===== src/rtl/traffic_master.sv =====
// traffic_master: self-contained pseudo-random bus master for crossbar stress.
//
// Issues reads and writes drawn from a free-running 32-bit Galois LFSR toward one crossbar
// master port, walking slaves sequentially (MODE 0) or picking them at random (MODE 1).
// Tracks completions, enforces a response timeout and keeps statistics.
//
// Ports:
//   clk, reset          clock; synchronous active-high reset
//   enable              start/continue issuing (never aborts an in-flight transaction)
//   master_slave_*      req/addr/cmd/wdata toward the slave (all zero outside REQ)
//   slave_master_*      ack (request accepted), resp + rdata (read response)
//   done                sticky, NUM_TXN completions reached
//   err_timeout         sticky, at least one transaction timed out
//   wr_cnt, rd_cnt      completed writes/reads (wrapping)
//   err_cnt             timeouts (saturating)
//   rd_xor              XOR of all received read data
module traffic_master #(
    parameter logic [31:0] SEED          = 32'h1,
    parameter int unsigned ADDR_W        = 32,
    parameter int unsigned DATA_W        = 32,
    parameter int unsigned SLAVE_BITS    = 2,
    parameter int unsigned OFFSET_W      = 8,
    parameter int unsigned TXN_PER_SLAVE = 16,
    parameter int unsigned MODE          = 0,
    parameter int unsigned GAP_W         = 2,
    parameter int unsigned TIMEOUT       = 255,
    parameter int unsigned NUM_TXN       = 0
) (
    input  logic              clk,
    input  logic              reset,
    input  logic              enable,
    output logic              master_slave_req,
    output logic [ADDR_W-1:0] master_slave_addr,
    output logic              master_slave_cmd,
    output logic [DATA_W-1:0] master_slave_wdata,
    input  logic              slave_master_ack,
    input  logic [DATA_W-1:0] slave_master_rdata,
    input  logic              slave_master_resp,
    output logic              done,
    output logic              err_timeout,
    output logic [15:0]       wr_cnt,
    output logic [15:0]       rd_cnt,
    output logic [15:0]       err_cnt,
    output logic [DATA_W-1:0] rd_xor
);

    localparam logic [31:0] LfsrPoly = 32'h8020_0003;
    localparam logic [31:0] SeedNz   = (SEED == 32'd0) ? 32'd1 : SEED;
    localparam int unsigned GapW     = (GAP_W > 0) ? GAP_W : 1;
    localparam int unsigned Rep      = (DATA_W + 31) / 32;

    typedef enum logic [1:0] {StIdle, StReq, StWaitResp, StGap} state_e;

    state_e                state_q, state_d;
    logic [31:0]           lfsr_q, lfsr_d;
    logic                  cmd_q, cmd_d;
    logic [OFFSET_W-1:0]   offset_q, offset_d;
    logic [DATA_W-1:0]     wdata_q, wdata_d;
    logic [SLAVE_BITS-1:0] rslave_q, rslave_d;
    logic [SLAVE_BITS-1:0] walk_q, walk_d;
    logic [31:0]           per_slave_q, per_slave_d;
    logic [GapW-1:0]       gap_q, gap_d;
    logic [GapW-1:0]       gap_cnt_q, gap_cnt_d;
    logic [31:0]           tmo_q, tmo_d;
    logic [31:0]           cmpl_q, cmpl_d;
    logic                  done_q, done_d;
    logic                  err_to_q, err_to_d;
    logic [15:0]           wr_q, wr_d;
    logic [15:0]           rd_q, rd_d;
    logic [15:0]           err_q, err_d;
    logic [DATA_W-1:0]     xor_q, xor_d;

    logic                  draw, complete, fold, timeout, tmo_hit;
    logic [Rep*32-1:0]     lfsr_rep;

    assign lfsr_rep = {Rep{lfsr_q}};
    assign tmo_hit  = (tmo_q == 32'(TIMEOUT - 1));

    always_comb begin
        lfsr_d      = {1'b0, lfsr_q[31:1]} ^ (lfsr_q[0] ? LfsrPoly : 32'd0);
        state_d     = state_q;
        cmd_d       = cmd_q;
        offset_d    = offset_q;
        wdata_d     = wdata_q;
        rslave_d    = rslave_q;
        walk_d      = walk_q;
        per_slave_d = per_slave_q;
        gap_d       = gap_q;
        gap_cnt_d   = gap_cnt_q;
        tmo_d       = tmo_q;
        cmpl_d      = cmpl_q;
        done_d      = done_q;
        err_to_d    = err_to_q;
        wr_d        = wr_q;
        rd_d        = rd_q;
        err_d       = err_q;
        xor_d       = xor_q;
        draw        = 1'b0;
        complete    = 1'b0;
        fold        = 1'b0;
        timeout     = 1'b0;

        unique case (state_q)
            StIdle: begin
                if (enable && !done_q) begin
                    state_d = StReq;
                    draw    = 1'b1;
                end
            end
            StReq: begin
                // A response without ack is ignored here.
                if (slave_master_ack) begin
                    if (cmd_q) begin
                        complete = 1'b1;
                    end else if (slave_master_resp) begin
                        complete = 1'b1;
                        fold     = 1'b1;
                    end else begin
                        state_d = StWaitResp;
                    end
                end else if (tmo_hit) begin
                    timeout = 1'b1;
                end
            end
            StWaitResp: begin
                if (slave_master_resp) begin
                    complete = 1'b1;
                    fold     = 1'b1;
                end else if (tmo_hit) begin
                    timeout = 1'b1;
                end
            end
            StGap: begin
                if (gap_cnt_q == GapW'(1)) begin
                    if (enable) begin
                        state_d = StReq;
                        draw    = 1'b1;
                    end else begin
                        state_d = StIdle;
                    end
                end else begin
                    gap_cnt_d = gap_cnt_q - GapW'(1);
                end
            end
            default: state_d = StIdle;
        endcase

        if (complete) begin
            cmpl_d = cmpl_q + 32'd1;
            if (cmd_q) begin
                wr_d = wr_q + 16'd1;
            end else begin
                rd_d = rd_q + 16'd1;
            end
            if (fold) begin
                xor_d = xor_q ^ slave_master_rdata;
            end
            if (per_slave_q + 32'd1 == 32'(TXN_PER_SLAVE)) begin
                per_slave_d = 32'd0;
                walk_d      = walk_q + SLAVE_BITS'(1);
            end else begin
                per_slave_d = per_slave_q + 32'd1;
            end
            if ((NUM_TXN != 0) && (cmpl_d == 32'(NUM_TXN))) begin
                done_d  = 1'b1;
                state_d = StIdle;
            end else if (!enable) begin
                state_d = StIdle;
            end else if (gap_q == '0) begin
                state_d = StReq;
                draw    = 1'b1;
            end else begin
                state_d   = StGap;
                gap_cnt_d = gap_q;
            end
        end

        // A timed-out transaction always releases req for at least one cycle.
        if (timeout) begin
            err_to_d = 1'b1;
            if (err_q != 16'hFFFF) begin
                err_d = err_q + 16'd1;
            end
            if (!enable) begin
                state_d = StIdle;
            end else begin
                state_d   = StGap;
                gap_cnt_d = (gap_q == '0) ? GapW'(1) : gap_q;
            end
        end

        if (draw) begin
            cmd_d    = lfsr_q[0];
            offset_d = lfsr_q[OFFSET_W:1];
            wdata_d  = lfsr_q[0] ? lfsr_rep[DATA_W-1:0] : '0;
            rslave_d = lfsr_q[31 -: SLAVE_BITS];
            gap_d    = (GAP_W > 0) ? lfsr_q[16 +: GapW] : '0;
        end

        // Timeout counter restarts on every state entry, including back-to-back REQ.
        if ((state_d != state_q) || draw) begin
            tmo_d = 32'd0;
        end else if ((state_q == StReq) || (state_q == StWaitResp)) begin
            tmo_d = tmo_q + 32'd1;
        end
    end

    always_ff @(posedge clk) begin
        if (reset) begin
            state_q     <= StIdle;
            lfsr_q      <= SeedNz;
            cmd_q       <= 1'b0;
            offset_q    <= '0;
            wdata_q     <= '0;
            rslave_q    <= '0;
            walk_q      <= '0;
            per_slave_q <= 32'd0;
            gap_q       <= '0;
            gap_cnt_q   <= '0;
            tmo_q       <= 32'd0;
            cmpl_q      <= 32'd0;
            done_q      <= 1'b0;
            err_to_q    <= 1'b0;
            wr_q        <= 16'd0;
            rd_q        <= 16'd0;
            err_q       <= 16'd0;
            xor_q       <= '0;
        end else begin
            state_q     <= state_d;
            lfsr_q      <= lfsr_d;
            cmd_q       <= cmd_d;
            offset_q    <= offset_d;
            wdata_q     <= wdata_d;
            rslave_q    <= rslave_d;
            walk_q      <= walk_d;
            per_slave_q <= per_slave_d;
            gap_q       <= gap_d;
            gap_cnt_q   <= gap_cnt_d;
            tmo_q       <= tmo_d;
            cmpl_q      <= cmpl_d;
            done_q      <= done_d;
            err_to_q    <= err_to_d;
            wr_q        <= wr_d;
            rd_q        <= rd_d;
            err_q       <= err_d;
            xor_q       <= xor_d;
        end
    end

    always_comb begin
        master_slave_req   = (state_q == StReq);
        master_slave_addr  = '0;
        master_slave_cmd   = 1'b0;
        master_slave_wdata = '0;
        if (master_slave_req) begin
            master_slave_addr[OFFSET_W-1:0]          = offset_q;
            master_slave_addr[ADDR_W-1 -: SLAVE_BITS] = (MODE == 1) ? rslave_q : walk_q;
            master_slave_cmd                          = cmd_q;
            master_slave_wdata                        = wdata_q;
        end
    end

    assign done        = done_q;
    assign err_timeout = err_to_q;
    assign wr_cnt      = wr_q;
    assign rd_cnt      = rd_q;
    assign err_cnt     = err_q;
    assign rd_xor      = xor_q;

endmodule

===== config.mk =====
export PLATFORM = sky130hd
export DESIGN_NAME = traffic_master
export DESIGN_NICKNAME = d
export VERILOG_FILES = /design/src/rtl/traffic_master.sv
export SDC_FILE = /design/constraint.sdc
export NUM_CORES = 1
export LEC_CHECK = 0
export CAP_MARGIN = 20
export CORE_ASPECT_RATIO = 1.75
export CORE_UTILIZATION = 48
export CTS_BUF_LIST = sky130_fd_sc_hd__clkbuf_4 sky130_fd_sc_hd__clkbuf_8
export CTS_CLUSTER_SIZE = 8
export DETAILED_ROUTE_END_ITERATION = 8
export GPL_ROUTABILITY_DRIVEN = 1
export HOLD_SLACK_MARGIN = 0.02
export PLACE_DENSITY = 0.81
export SKIP_LAST_GASP = 1
export SLEW_MARGIN = 5
export SYNTH_ARGS = -nofsm -noshare
export SYNTH_HDL_FRONTEND = slang
export SYNTH_SLANG_ARGS = --single-unit

===== constraint.sdc =====
create_clock -name clk -period 3.7 [get_ports clk]
set_input_delay 0.37 -clock clk [delete_from_list [all_inputs] [get_ports clk]]
set_output_delay 0.37 -clock clk [all_outputs]
set_load 0.02 [all_outputs]

==> impl_metrics.ini, run 1 <==
[drt]
vias = 8780
firstDrtPassIters = 5
wirelength_um = 24300
ant_nets = 0
vias_per_cell = 5.38
drc = 0
initialDrtViolationCount = 465
routedWlPerCell_um = 14.9

[layout]
fin_area_um2 = 12600
mostFrequentLayoutCells = 225 x dfxtp_1, 171 x nor2_1, 160 x clkdlybuf4s50_1
num-fill-cells = 1766
seq_area_um2 = 4500
diodes = 0
fin_util_pct = 60.0
area.growth.synth_to_final_pct = 22.7
final_net_count = 1417
final_common_cell = dfxtp_1
final_layout_size_suffix_gt1_share_pct = 6.30
finalNonFillerCells = 1633
multi_input_area_um2 = 5290

[logic_synthesis]
syn_area_um2 = 10200
synth-main-ff-cell = dfxtp_1
syn_inst = 1221
synth_edf_count = 0
async_flop_share_pct = 0
ys.warnings.count = 0
ys_seq_area_share_pct = 44.0
ys_seq_elements = 225
synth_cell_types = 64
avgSynthCellArea_um2 = 8.38

[clocking]
root_buffer = clkbuf_8
clk_pin_slew_worst_paths_ps = 60
clock_path_buffers = 3
cts_tree = built
cts_sinks = 225
worstSkewPairLatency_ps = 520
postCtsResizedCells = 0
cts_hold_buf = 0
h-tree-depth = 2
numCtsBuffers = 36
post-cts-setup-buffer-count = 0

[setup_path]
endpoint_kind = register
reg2reg_to = tmo_q[1]$_SDFFE_PP0N_
crit_buf_inv = 2
rrSetupSlack_ps = 600
slowest_delay_ps = 540
crit_type = reg2reg
cp_max_fo = 32
cp-start-kind = register
reg2reg_from = state_q[1]$_SDFF_PP0_
cp.arrival_ps = 3530
critical_path_required_ps = 4140
path_cells = inv_1 -> ha_1 -> and3_2 -> o211ai_1 -> o31ai_1 -> mux2i_1 -> xnor2_1 -> nand4_1 -> buf_4 -> a211oi_1
worst-r2r-cell-count = 10
slowest_stage = ha_1
cp_top_family = compound AO/OA/AOI/OAI gates

[hold_path]
holdPathEnd = rd_cnt[12]$_SDFFE_PP0P_
whs_path_depth = 2
hold_path.class = in2reg
hp-start = reset

[sta]
tns_ps = 0
grt_setup_unrepaired = no
fmax_mhz = 323
slew_violations = 0
period_needed_ps = 3100
final_hold_viol_count = 0
period_share_pct = 83.7
worst_clock_skew_ps = 15.6
tightestPinTransition_ps = 961
setup_viol = 0
slew_headroom_pct = 35.4

[power_and_ir_drop]
p_leak_uw = 0.00444
powerDensity_nw_per_um2 = 383
ir_drop_mv = 0.269

[placement]
place_area_um2 = 11900
gp_congestion = 0.852
port_buffers = 161
dpl.cell_count = 1578
hpwl_um = 16800

[outcome]
outcome = completed

[grt]
grt_max_degree = 110
grt-ovfl-total = 0
antenna_found_initial = 0
grt_pass1_wl_um = 40500
grtUsageTotal_pct = 22.2
grt_pass1_vias = 8684

[floorplan]
fp.coreArea_um2 = 20900
die_w_um = 112
die_h_um = 195
dieArea_um2 = 21900
start_util_pct = 48.9
ioPinCount = 185
rows = 70

[job]
cap_violations = 0
-- sequential cells by signal (all words and copies together) (netlist names), 16 cells and up --
register	flops
err_cnt	16
lfsr_q	32
per_slave_q	32
rd_cnt	16
rd_xor	32
tmo_q	32
wdata_q	32
wr_cnt	16
-- how the worst max path moves through the flow --
stage	from	to	slack, ps	depth (start not counted)
after floorplan	per_slave_q[0]$_SDFFE_PP0N_	per_slave_q[12]$_SDFFE_PP0N_	860	10
after global placement	state_q[1]$_SDFF_PP0_	tmo_q[1]$_SDFFE_PP0N_	750	10
after detailed placement	state_q[1]$_SDFF_PP0_	tmo_q[1]$_SDFFE_PP0N_	670	10
after CTS	state_q[1]$_SDFF_PP0_	err_cnt[9]$_SDFFE_PP0P_	640	9
after global routing	state_q[1]$_SDFF_PP0_	err_cnt[9]$_SDFFE_PP0P_	430	9
final	state_q[1]$_SDFF_PP0_	tmo_q[1]$_SDFFE_PP0N_	600	10
-- report_power, final --
part | leakage [uW] | switching (uW) | internal [uW]
sequential | 0.00181 | 29.4 | 2450
clock | 0.000348 | 948 | 1060
combinational | 0.00227 | 215 | 108
-- kinds of logic (layout without fill, tap and decap cells) --
group,Yosys count,count (layout),synth area share [%]
adder cells (fa/ha/maj),16,16,1.96
other,1,23,0.0366
XOR/XNOR,140,140,12.0
multiplexers,9,9,0.917
flip-flops,225,225,44.0
AO/OA/AOI/OAI,111,111,6.83
AND/OR/NAND/NOR,609,609,29.0
buffers and inverters,110,248,5.26
-- layer usage --
metal / share of wire (%) / track usage [%]
met1: 38 / 22.9
met3: 4.5 / 3.82
met2: 54 / 43.0
met4: 3.1 / 9.68
met5: 0 / 0
-- synth_stat cells, drive strengths merged, types with 16 or more instances --
cell type	number	area [um^2]
inv	18	67.6
clkbuf	55	208
nor2	172	646
nand4	35	219
and2	47	294
ha	16	200
nand3	78	390
xnor2	53	464
buf	36	253
xor2	87	762
nor3	21	110
nor2b	36	225
and3	25	158
dfxtp	225	4500
nand2	144	541
a21oi	56	280
-- final cells by class --
type	count	share of cell area [%]
clock buffer	50	4.83
clock inverter	5	0.428
inverter	18	0.538
multi-input combinational	908	42.1
sequential	225	35.9
tap	252	2.51
timing repair buffer	175	13.7
-- metrics by stage --
step                      total power (uW)  hold slack [ps]  setup WS [ps]
after CTS                             4870              370            639
final                                 4810              376            604
after global routing                  5000              399            435
after global placement                2850              436            747
after floorplan                       2750              427            862
after detailed placement              2850              439            667
Power figures use the tool's default switching activity.
==> run 2, diff against run 1 <==
--- a/config.mk
+++ b/config.mk
@@ -13,7 +13,7 @@
 export DETAILED_ROUTE_END_ITERATION = 8
 export GPL_ROUTABILITY_DRIVEN = 1
 export HOLD_SLACK_MARGIN = 0.02
-export PLACE_DENSITY = 0.81
+export PLACE_DENSITY = 0.84
 export SKIP_LAST_GASP = 1
 export SLEW_MARGIN = 5
 export SYNTH_ARGS = -nofsm -noshare
==> constraint.sdc (replaced) <==
create_clock -name clk -period 2.84 [get_ports clk]
set_input_delay 0.284 -clock clk [delete_from_list [all_inputs] [get_ports clk]]
set_output_delay 0.284 -clock clk [all_outputs]
set_load 0.02 [all_outputs]
==> impl_metrics.ini, run 2 (synthesis results as in run 1) <==
[floorplan]
start_util_pct = 48.9
die_h_um = 195
fp.coreArea_um2 = 20900
die_w_um = 112
ioPinCount = 185
rows = 70
dieArea_um2 = 21900

[setup_path]
critical_path_required_ps = 3280
cp-start-kind = register
reg2reg_to = tmo_q[25]$_SDFFE_PP0N_
worst-r2r-cell-count = 8
reg2reg_from = tmo_q[8]$_SDFFE_PP0N_
slowest_delay_ps = 530
rrSetupSlack_ps = 90
path_cells = or4_1 -> or4_4 -> or3_4 -> a32oi_2 -> xnor2_1 -> nand4_1 -> buf_4 -> nor2_1
endpoint_kind = register
cp.arrival_ps = 3200
slowest_stage = or4_1
crit_start = tmo_q[8]$_SDFFE_PP0N_
cp_max_fo = 18
crit_type = reg2reg

[clocking]
root_buffer = clkbuf_8
clk_pin_slew_worst_paths_ps = 60
numCtsBuffers = 36
worstSkewPairLatency_ps = 520
cts_sinks = 225
cts_tree = built
clock_path_buffers = 3
h-tree-depth = 2
cts_hold_buf = 0

[sta]
setup_viol = 0
period_share_pct = 97.0
period_needed_ps = 2750
fmax_mhz = 363
slew_violations = 0
finalHoldWorstSlack_ps = 301
tightestPinTransition_ps = 685
final_hold_viol_count = 0
grt_setup_unrepaired = yes
slew_headroom_pct = 54.4
worst_clock_skew_ps = 14.8

[drt]
wirelength_um = 25200
initialDrtViolationCount = 370
vias_per_cell = 5.37
routedWlPerCell_um = 15.1
ant_nets = 0
drc = 0
vias = 8978
firstDrtPassIters = 5

[hold_path]
holdPathEnd = rd_cnt[7]$_SDFFE_PP0P_
whs_path_depth = 3
hp-start = reset
hold_path.class = in2reg

[layout]
mostFrequentLayoutCells = 222 x dfxtp_1, 171 x nor2_1, 158 x clkdlybuf4s50_1
final_layout_size_suffix_gt1_share_pct = 9.87
area.growth.synth_to_final_pct = 26.6
final_common_cell = dfxtp_1
fin_util_pct = 61.9
fin_area_um2 = 13000
final_net_count = 1457
finalNonFillerCells = 1671
diodes = 0

[power_and_ir_drop]
ir_drop_mv = 0.384
powerDensity_nw_per_um2 = 483
p_leak_uw = 0.00469

[placement]
place_area_um2 = 12200
port_buffers = 161
hpwl_um = 17500
gp_congestion = 0.851
dpl.cell_count = 1611

[job]
cap_violations = 0

[outcome]
outcome = completed

[grt]
antenna_found_initial = 0
grt_max_degree = 110
grt_pass1_wl_um = 40900
grt_pass1_vias = 8799
grtUsageTotal_pct = 22.6
grt-ovfl-total = 0
## run 2: cell types whose count changed in the layout (fill, tap and decap cells not counted), sizes merged
cell	before	now
inv	19	20
buf	15	55
dlymetal6s2s	0	2
clkinv	3	0
clkdlybuf4s50	160	158
## run 2: where the power goes
| part | internal [uW] | switching [uW] |
|---|---|---|
| Sequential | 3190 | 28.6 |
| Clock | 1380 | 1200 |
| Combinational | 164 | 296 |
## run 2: worst max-delay path: cells and delay by family (launching register included)
family | cells | cell delay, ps
flip-flops | 1 | 300
buffers and inverters | 1 | 250
AND/OR/NAND/NOR | 5 | 1730
AO/OA/AOI/OAI | 1 | 260
XOR/XNOR | 1 | 150
## run 2: how the worst max path moves through the flow
stage	cells after the start	end
detailed placement	8	tmo_q[21]$_SDFFE_PP0N_
global placement	6	err_cnt[5]$_SDFFE_PP0P_
CTS	6	err_cnt[5]$_SDFFE_PP0P_
global route	8	walk_q[1]$_SDFFE_PP0P_
finish	8	tmo_q[25]$_SDFFE_PP0N_
floorplan	10	per_slave_q[12]$_SDFFE_PP0N_
## run 2: final cells by class
cell class / instances / area (um^2)
Timing Repair Buffer: 215 / 2060
Tap cell: 252 / 315
Sequential cell: 225 / 4510
Fill cell: 1741 / 7970
Inverter: 18 / 67.6
Clock buffer: 50 / 613
Clock inverter: 3 / 27.5
Multi-Input combinational cell: 908 / 5370
## run 2: routing by layer
layer | global-route usage, % | vias up | share of wire (%)
li1 | - | 4385 | -
met1 | 23.1 | 4253 | 37
met2 | 42.9 | 270 | 54
met3 | 4.07 | 70 | 5.0
met4 | 12.0 | 0 | 4.2
met5 | 0 | - | 0
## run 2: metrics by stage
stage                     power (uW)  setup TNS [ps]  setup WS (ps)
final                           6260               0           86.0
after global routing            6510           -43.1          -32.7
after CTS                       6320               0           56.1
after detailed placement        3740           -1.46          -1.46
after global placement          3730               0           89.8
after floorplan                 3590               0           2.31
## run 2: timing repair
action,in CTS,in global routing
cloned,0,1
gates resized for setup,3,23
endpoints found under the setup margin,23,57
setup buffers,0,6
pin swaps,0,9
==> run 3, diff against run 2 <==
--- a/config.mk
+++ b/config.mk
@@ -5,15 +5,16 @@
 export SDC_FILE = /design/constraint.sdc
 export NUM_CORES = 1
 export LEC_CHECK = 0
-export CAP_MARGIN = 20
+export CAP_MARGIN = 0
 export CORE_ASPECT_RATIO = 1.75
 export CORE_UTILIZATION = 48
 export CTS_BUF_LIST = sky130_fd_sc_hd__clkbuf_4 sky130_fd_sc_hd__clkbuf_8
 export CTS_CLUSTER_SIZE = 8
 export DETAILED_ROUTE_END_ITERATION = 8
 export GPL_ROUTABILITY_DRIVEN = 1
+export GPL_TIMING_DRIVEN = 0
 export HOLD_SLACK_MARGIN = 0.02
-export PLACE_DENSITY = 0.84
+export PLACE_DENSITY = 0.86
 export SKIP_LAST_GASP = 1
 export SLEW_MARGIN = 5
 export SYNTH_ARGS = -nofsm -noshare
==> impl_metrics.ini, run 3 (synthesis results as in run 1) <==
[outcome]
outcome = complete, but fails checks
violations = negative setup slack

[placement]
place_area_um2 = 12200
hpwl_um = 19300
gp_congestion = 0.918
port_buffers = 160

[clocking]
cts_tree = built
numCtsBuffers = 35
clock_path_buffers = 3
worstSkewPairLatency_ps = 540
clk_pin_slew_worst_paths_ps = 60
root_buffer = clkbuf_8
cts_sinks = 225
cts_hold_buf = 0
h-tree-depth = 2

[grt]
grtUsageTotal_pct = 25.1
grt-ovfl-total = 0
grt_pass1_vias = 9560
grt_max_degree = 12
grt_pass1_wl_um = 44700
antenna_found_initial = 0

[layout]
area.growth.synth_to_final_pct = 33.9
final_layout_size_suffix_gt1_share_pct = 14.4
fin_area_um2 = 13700
diodes = 0
multi_input_area_um2 = 5730
mostFrequentLayoutCells = 220 x dfxtp_1, 144 x nand2_1, 143 x clkdlybuf4s50_1
final_common_cell = dfxtp_1
num-fill-cells = 1590
seq_area_um2 = 4520
final_net_count = 1516

[sta]
grt_setup_unrepaired = yes
setup_viol = 53
worst_slack_ps = -139
final_hold_viol_count = 0
worst_clock_skew_ps = 23.5
tightestPinTransition_ps = 733
period_needed_ps = 2980
slew_violations = 0
period_share_pct = 105
slew_headroom_pct = 51.1
fmax_mhz = 336

[power_and_ir_drop]
pwr-share-seq_pct = 50.1
swShare_pct = 25.7
powerDensity_nw_per_um2 = 469
pwr-share-comb_pct = 9.5
p_leak_uw = 0.00519
ir_drop_mv = 0.472
pwr-share-clk_pct = 40.4
p_switching_uw = 1650
power.total_uw = 6420
internal_power_uw = 4770

[setup_path]
crit_type = reg2reg
critical_path_required_ps = 3260
cp-start-kind = register
cp_max_fo = 5
cp.arrival_ps = 3400
endpoint_kind = register

[drt]
drc = 0
routedWlPerCell_um = 17.0
wirelength_um = 29300
ant_nets = 0
initialDrtViolationCount = 539
vias_per_cell = 5.53
vias = 9541
firstDrtPassIters = 7

[floorplan]
fp.coreArea_um2 = 20900
ioPinCount = 185
die_w_um = 112
die_h_um = 195
rows = 70
start_util_pct = 48.9
dieArea_um2 = 21900

[job]
cap_violations = 0

[hold_path]
hold_path.class = in2reg
==> run 3: changes by cell type in the layout (fill, tap and decap cells not counted), moves of 6 or more <==
cell / previous run / this run
clkbuf_1: 0 / 33
clkdlybuf4s50_1: 158 / 143
dlymetal6s2s_1: 2 / 17
nor2_2: 1 / 16
nor3_2: 2 / 8
nor2_4: 0 / 16
clkbuf_2: 0 / 16
nor3_1: 19 / 12
clkbuf_4: 12 / 6
nor2_1: 171 / 140
==> run 3: final timing paths <==
| kind | start | endpoint | slack [ps] | cells past startpoint |
|---|---|---|---|---|
| setup reg to reg | per_slave_q[1]$_SDFFE_PP0N_ | walk_q[1]$_SDFFE_PP0P_ | -140 | 11 |
| hold / removal | enable | gap_cnt_q[0]$_SDFF_PP0_ | 300 | 4 |
| hold reg to reg | wdata_q[31]$_SDFFE_PP0P_ | wdata_q[31]$_SDFFE_PP0P_ | 450 | 2 |
| setup / recovery | per_slave_q[1]$_SDFFE_PP0N_ | walk_q[1]$_SDFFE_PP0P_ | -140 | 11 |
==> run 3: worst max-delay path, cell delays in order (launching register included) <==
cell	delay, ps
dfxtp_4	360
ha_4	150
nand4_1	200
nor4_4	330
buf_4	190
buf_6	130
nand4_1	190
a2111oi_4	430
nand4_1	150
buf_6	170
nor4_4	230
mux2_4	320
==> run 3: through the flow <==
step,hold WS [ps],setup slack [ps],instances,utilization (%),setup TNS [ps]
6_report,302,-139,1726,65.5,-5560
5_1_grt,336,-234,1726,65.5,-10030
4_1_cts,252,-39.7,1716,63.1,-329
3_5_place_dp,443,-808,1655,58.5,-72280
3_3_place_gp,435,-766,1655,58.5,-71590
2_1_floorplan,427,2.31,1243,-,0
==> run 3: layout make-up <==
type                            instances  share of cell area, %
Multi-Input combinational cell        908                   41.8
Sequential cell                       225                   33.0
Timing Repair Buffer                  189                   14.1
Clock buffer                           45                   4.29
Buffer                                 86                   3.80
Tap cell                              252                   2.30
Inverter                               18                  0.493
Clock inverter                          3                  0.301
==> run 3: metal layers <==
| metal | track usage, % | part of all wire (%) |
|---|---|---|
| met1 | 24.6 | 35 |
| met2 | 47.9 | 52 |
| met3 | 4.25 | 6.1 |
| met4 | 16.1 | 6.3 |
| met5 | 0 | 0 |
==> run 3: what timing repair did <==
| action | 4_1_cts | 5_1_grt |
|---|---|---|
| pin swaps | 8 | 33 |
| setup endpoints to repair | 209 | 157 |
| resized for setup | 67 | 109 |
| gates cloned | 2 | 1 |
| buffers inserted | 15 | 12 |
==> run 3: power by group through the flow <==
stage                     Clock (uW)  Combinational [uW]  Sequential, uW
after CTS                       2630                 544            3210
after global routing            2760                 651            3220
after detailed placement           0                 479            3290
final                           2600                 610            3220
after floorplan                    0                 303            3280
after global placement             0                 471            3280
